**src/rtl/apb_bank_arbiter.sv**
```systemverilog
// apb_bank_arbiter
//   Two-master APB arbiter in front of BANK_NUM GPIO register banks.
//   Master 0 (SPI bridge) and master 1 (autoscan engine) request with psel.
//   IDLE picks one of them (round-robin on a tie), latches the transfer, and
//   runs a SETUP/ACCESS sequence on the selected bank. A bank index outside
//   0..BANK_NUM-1 completes with a one-cycle slave error and no downstream
//   select.
//
// Ports
//   pclk, preset              clock, async active-high reset
//   m0_* / m1_*               APB slave ports facing the two masters
//                             (paddr = {bank[1:0], reg[PADDR_WIDTH-1:0]})
//   s_psel[BANK_NUM-1:0]      one-hot downstream bank select
//   s_penable, s_pwrite,
//   s_paddr, s_pwdata         shared downstream APB controls and data
//   s_pready[BANK_NUM-1:0]    per-bank ready
//   s_prdata                  per-bank read data, bank k at [k*DATA_WIDTH +: DATA_WIDTH]
//
// Build option
//   APB_ARB_TIMEOUT_EN  when defined, an ACCESS phase that sees no pready for
//                       TIMEOUT_CYCLES cycles is abandoned and completed to the
//                       master with pslverr. Undefined: ACCESS waits forever.
module apb_bank_arbiter #(
  parameter int BANK_NUM       = 2,
  parameter int PADDR_WIDTH    = 3,
  parameter int DATA_WIDTH     = 8,
  parameter int TIMEOUT_CYCLES = 16
) (
  input  logic                           pclk,
  input  logic                           preset,
  input  logic                           m0_psel,
  input  logic                           m0_penable,
  input  logic                           m0_pwrite,
  input  logic [PADDR_WIDTH+1:0]         m0_paddr,
  input  logic [DATA_WIDTH-1:0]          m0_pwdata,
  output logic [DATA_WIDTH-1:0]          m0_prdata,
  output logic                           m0_pready,
  output logic                           m0_pslverr,
  input  logic                           m1_psel,
  input  logic                           m1_penable,
  input  logic                           m1_pwrite,
  input  logic [PADDR_WIDTH+1:0]         m1_paddr,
  input  logic [DATA_WIDTH-1:0]          m1_pwdata,
  output logic [DATA_WIDTH-1:0]          m1_prdata,
  output logic                           m1_pready,
  output logic                           m1_pslverr,
  output logic [BANK_NUM-1:0]            s_psel,
  output logic                           s_penable,
  output logic                           s_pwrite,
  output logic [PADDR_WIDTH-1:0]         s_paddr,
  output logic [DATA_WIDTH-1:0]          s_pwdata,
  input  logic [BANK_NUM-1:0]            s_pready,
  input  logic [BANK_NUM*DATA_WIDTH-1:0] s_prdata
);

  localparam int AW = PADDR_WIDTH + 2;
  localparam logic [2:0] BANK_LIM = 3'(BANK_NUM);

  typedef enum logic [1:0] {IDLE, SETUP, ACCESS, ERR} state_t;

  state_t                  state_q, state_d;
  logic                    gnt_q, gnt_d;     // 0 = m0, 1 = m1
  logic                    last_q, last_d;   // master granted most recently
  logic [AW-1:0]           addr_q, addr_d;
  logic                    write_q, write_d;
  logic [DATA_WIDTH-1:0]   wdata_q, wdata_d;
  logic                    pick;
  logic [1:0]              req_bank;
  logic [1:0]              bank;
  logic                    sel_ready;
  logic [DATA_WIDTH-1:0]   sel_rdata;
  logic                    done;
  logic                    err;

  // penable from the masters carries no information the arbiter needs:
  // a request is psel alone.
  logic unused_penable;
  assign unused_penable = m0_penable ^ m1_penable;

  assign bank     = addr_q[AW-1 -: 2];
  assign req_bank = pick ? m1_paddr[AW-1 -: 2] : m0_paddr[AW-1 -: 2];

  // Ready / read data of the bank owned by the current transfer.
  always_comb begin
    sel_ready = 1'b0;
    sel_rdata = '0;
    for (int k = 0; k < BANK_NUM; k++) begin
      if (bank == 2'(k)) begin
        sel_ready = s_pready[k];
        sel_rdata = s_prdata[k*DATA_WIDTH +: DATA_WIDTH];
      end
    end
  end

`ifdef APB_ARB_TIMEOUT_EN
  localparam int CNT_W = $clog2(TIMEOUT_CYCLES) + 1;
  logic [CNT_W-1:0] to_cnt_q;

  // Held at zero outside ACCESS, so every ACCESS entry starts from zero.
  always_ff @(posedge pclk or posedge preset) begin
    if (preset) begin
      to_cnt_q <= '0;
    end else if (state_q != ACCESS) begin
      to_cnt_q <= '0;
    end else if (!sel_ready) begin
      to_cnt_q <= to_cnt_q + CNT_W'(1);
    end
  end
`else
  // Keeps the timeout parameter referenced when the feature is compiled out.
  logic unused_timeout;
  assign unused_timeout = ^32'(TIMEOUT_CYCLES);
`endif

  always_ff @(posedge pclk or posedge preset) begin
    if (preset) begin
      state_q <= IDLE;
      gnt_q   <= 1'b0;
      last_q  <= 1'b1;   // m0 wins the first tie after reset
      addr_q  <= '0;
      write_q <= 1'b0;
      wdata_q <= '0;
    end else begin
      state_q <= state_d;
      gnt_q   <= gnt_d;
      last_q  <= last_d;
      addr_q  <= addr_d;
      write_q <= write_d;
      wdata_q <= wdata_d;
    end
  end

  always_comb begin
    state_d = state_q;
    gnt_d   = gnt_q;
    last_d  = last_q;
    addr_d  = addr_q;
    write_d = write_q;
    wdata_d = wdata_q;
    // On a tie serve whoever was not granted last; otherwise the sole requester.
    pick    = (m0_psel && m1_psel) ? ~last_q : m1_psel;
    unique case (state_q)
      IDLE: begin
        if (m0_psel || m1_psel) begin
          gnt_d   = pick;
          last_d  = pick;
          addr_d  = pick ? m1_paddr  : m0_paddr;
          write_d = pick ? m1_pwrite : m0_pwrite;
          wdata_d = pick ? m1_pwdata : m0_pwdata;
          state_d = ({1'b0, req_bank} < BANK_LIM) ? SETUP : ERR;
        end
      end
      SETUP:  state_d = ACCESS;
      ACCESS: begin
        if (sel_ready) begin
          state_d = IDLE;
`ifdef APB_ARB_TIMEOUT_EN
        end else if (to_cnt_q == CNT_W'(TIMEOUT_CYCLES - 1)) begin
          // Timeout completion reuses ERR: no select, pready+pslverr to master.
          state_d = ERR;
`endif
        end
      end
      ERR:     state_d = IDLE;
      default: state_d = IDLE;
    endcase
  end

  // Downstream side: driven only while a bank transfer is in flight.
  always_comb begin
    for (int k = 0; k < BANK_NUM; k++) begin
      s_psel[k] = ((state_q == SETUP) || (state_q == ACCESS)) && (bank == 2'(k));
    end
  end

  assign s_penable = (state_q == ACCESS);
  assign s_pwrite  = (state_q != IDLE) ? write_q : 1'b0;
  assign s_paddr   = (state_q != IDLE) ? addr_q[PADDR_WIDTH-1:0] : '0;
  assign s_pwdata  = (state_q != IDLE) ? wdata_q : '0;

  // Master side: completion goes only to the granted master.
  assign done = (state_q == ACCESS) && sel_ready;
  assign err  = (state_q == ERR);

  assign m0_pready  = !gnt_q && (done || err);
  assign m0_pslverr = !gnt_q && err;
  assign m0_prdata  = (!gnt_q && done) ? sel_rdata : '0;
  assign m1_pready  = gnt_q && (done || err);
  assign m1_pslverr = gnt_q && err;
  assign m1_prdata  = (gnt_q && done) ? sel_rdata : '0;

endmodule

```
**config.mk**
```make
export PLATFORM = sky130hd
export DESIGN_NAME = apb_bank_arbiter
export DESIGN_NICKNAME = d
export VERILOG_FILES = /design/src/rtl/apb_bank_arbiter.sv
export SDC_FILE = /design/constraint.sdc
export NUM_CORES = 1
export LEC_CHECK = 0
export BUFFER_PORTS_ARGS = -buffer_cell sky130_fd_sc_hd__buf_4
export CAP_MARGIN = 20
export CORE_MARGIN = 2
export CORE_UTILIZATION = 35
export CTS_CLUSTER_SIZE = 25
export DETAILED_ROUTE_END_ITERATION = 10
export MAX_ROUTING_LAYER = met4
export PLACE_DENSITY = 0.72
export SYNTH_ARGS = -nofsm -noshare
export SYNTH_HDL_FRONTEND = slang
export SYNTH_SLANG_ARGS = --single-unit
```
**constraint.sdc**
```tcl
create_clock -name pclk -period 1.35 [get_ports pclk]
set_clock_uncertainty 0.1 [all_clocks]
set_input_delay 0.0675 -clock pclk [delete_from_list [all_inputs] [get_ports pclk]]
set_output_delay 0.0675 -clock pclk [all_outputs]
set_load 0.02 [all_outputs]
```
==> impl_metrics.json <==
{
  "status": "finished with violations",
  "violations": "setup timing",
  "finalCritPeriodShare": 1.33,
  "min_period_ps": 1800,
  "track_usage": 0.276,
  "p_total_mw": 6.23,
  "peakVddDrop_uv": 1690,
  "r2r-start": "state_q[0]",
  "hp-start": "m1_paddr[4]",
  "hold_end": "addr_q[4]",
  "drt-pass1-iter-count": 4,
  "leakagePower_nw": 1.50,
  "hpwl_um": 3090,
  "clk_path_buf_depth": 2,
  "maxSlewViolCount": 0,
  "numCtsBuffers": 3,
  "drtIter0Drc": 35,
  "layout_setup_ws_ps": -446,
  "start_util": 0.371,
  "fmax_mhz": 557,
  "antenna_found_initial": 1,
  "maxCapViolations": 0,
  "sw_frac_of_total": 0.462,
  "yosysMostFrequentCell": "mux2i_1",
  "ant_nets": 0,
  "hold_path_depth": 4,
  "viasPerCell": 5.16,
  "grt_pass1_wl_um": 8560,
  "pwr-share-comb": 0.775,
  "drc_errors": 0,
  "nFillCells": 124,
  "worstSetupEndpointType": "primary output",
  "coreArea_sq_um": 3420,
  "synth_cells": 141,
  "whs_ps": 118,
  "ff2ff_path_depth": 8,
  "hold_viol_final": 0,
  "grt_max_degree": 19,
  "clock_power_share": 0.046,
  "yosysWarnings": 0,
  "syn_area_sq_um": 1270,
  "slew_headroom": 0.714,
  "synth.distinct_cells": 33,
  "cts_tree": "done",
  "placed_cell_area_sq_um": 2340,
  "synthTopCellsByCount": "22 x mux2i_1, 17 x dfrtp_1, 16 x nor3_1, 15 x nand2_1, 12 x nor2b_1",
  "critPathLaunchType": "register",
  "cp_max_fo": 11,
  "grt_pass1_vias": 1821,
  "rows": 21,
  "ys_seq_area_frac": 0.356,
  "clock_sinks": 18,
  "dieHeight_um": 64.2,
  "synthArstFlopShare": 1.00,
  "drive_gt1_frac": 0.721,
  "avgSynthCellArea_sq_um": 8.99,
  "post-place-ws_ps": -141,
  "syn_nets": 197,
  "finalSetupViolCount": 51,
  "power.internal_mw": 3.35,
  "path_clk_slew_ps": 110,
  "cts_htree_levels": 1,
  "worstSkewPairLatency_ps": 300,
  "die_w_um": 64.2,
  "final_nets": 333,
  "r2r-end": "wdata_q[3]",
  "synth-main-ff-cell": "dfrtp_1",
  "fin_area_sq_um": 3160,
  "pwr-share-seq": 0.179,
  "ys_seq_elements": 18,
  "worstPathRequired_ps": 1180,
  "p_per_area_nw_per_um2": 1970,
  "synth.area.top_cells": "dfrtp_1 34%, mux2i_1 17%, nor3_1 6.3%",
  "yosysTopAreaCell": "dfrtp_1",
  "num_io_pins": 87,
  "hold_class": "input pin to register",
  "vias": 1666,
  "cts-root-buf": "clkbuf_4",
  "r2r_setup_slack_ps": -260,
  "yosysTopAreaCellShare": 0.336,
  "net-switching-power_mw": 2.88,
  "wl_per_cell_um": 18.6,
  "grt_overflow": 0,
  "gp_congestion": 0.723,
  "areaGrowthSynthToFinish_pct": 149,
  "tightest_slew_ps": 429,
  "dieArea_sq_um": 4120,
  "io_buffers": 84,
  "rsz0062_at_grt": "yes",
  "routed_wl_um": 6000,
  "arrival_ps": 1630,
  "tns_ps": -14170,
  "synth_edf_count": 0,
  "path_class": "register to primary output"
}
## final cells by class
| class | count | area [sq um] | share of cell area |
|---|---|---|---|
| antenna | 1 | 2.50 | 0.000792 |
| clock buffer | 4 | 26.3 | 0.00832 |
| inverter | 8 | 32.5 | 0.0103 |
| multi-input combinational | 107 | 1260 | 0.398 |
| sequential | 18 | 454 | 0.144 |
| tap | 46 | 57.6 | 0.0182 |
| timing repair buffer | 139 | 1330 | 0.420 |
## power by group through the flow
stage               logic, mW  clock network [mW]  registers (mW)
floorplan                2.11                   0           0.988
global placement         3.09                   0           0.972
detailed placement       3.18                   0           0.996
CTS                      4.16               0.290            1.04
global route             5.06               0.311            1.14
finish                   4.83               0.289            1.11
## per-stage QoR
step / instances / util
detailed placement: 280 / 0.686
floorplan: 141 / -
CTS: 321 / 0.873
global placement: 280 / 0.686
finish: 323 / 0.925
global route: 323 / 0.925
## sequential cells by signal (all words and copies together), names as in the netlist
name and cells:
wdata_q 8, addr_q 5, state_q 2, gnt_q 1
last_q 1, write_q 1
## worst max-delay path, cell delays in order, from the launching register on
cell and delay [ps]:
dfrtp_1 380, buf_4 270, mux2i_2 420, nor3_4 70
buf_4 170
## worst max-delay path by stage
stage,depth (start not counted),slack (ps),from,to
2_1_floorplan,4,-80,addr_q[3],m0_prdata[0]
3_3_place_gp,4,-80,addr_q[3],m0_prdata[4]
3_5_place_dp,6,-140,addr_q[3],m0_prdata[4]
4_1_cts,6,-450,addr_q[3],m0_prdata[4]
5_1_grt,4,-520,addr_q[3],m1_prdata[4]
6_report,4,-450,addr_q[3],m1_prdata[4]
## metal layers
metal	GRT usage	share of wire
met5	-	0
met4	0.101	0.028
met3	0.0299	0.060
met2	0.538	0.57
met1	0.282	0.34
## what timing repair did
item / CTS / global route
hold endpoints to repair: 32 / 0
buffers inserted: 6 / 1
cloned: 2 / 0
setup endpoints to repair: 50 / 53
hold buffers: 29 / 0
resized for setup: 69 / 41
pin swaps: 15 / 7
## cells by family (layout without fill, tap and decap cells)
family,count (synthesis),in the layout,share of synthesized area
AND/OR/NAND/NOR,55,55,0.236
AO/OA/AOI/OAI,26,26,0.130
adder cells (fa/ha/maj),4,4,0.0395
buffers and inverters,16,151,0.0642
other,0,1,0
multiplexers,22,22,0.174
flip-flops,18,18,0.356
## placed cells by master (no fill, tap or decap), types with 2 or more instances in the layout
cell | Yosys | final
buf_4 | 3 | 72
buf_6 | 1 | 31
dlygate4sd3_1 | 0 | 29
nor3_4 | 0 | 16
dfrtp_1 | 17 | 15
mux2i_1 | 22 | 13
nor2b_4 | 0 | 12
o21ai_2 | 1 | 11
mux2i_2 | 0 | 8
nand2_4 | 0 | 7
nand2_2 | 1 | 7
buf_12 | 0 | 6
o21ai_1 | 9 | 4
inv_2 | 0 | 4
a21oi_1 | 6 | 3
inv_1 | 8 | 3
a21oi_2 | 0 | 3
ha_4 | 0 | 3
clkbuf_4 | 0 | 3
nor2_4 | 0 | 2
dfrtp_2 | 0 | 2
Power figures use the tool's default switching activity.
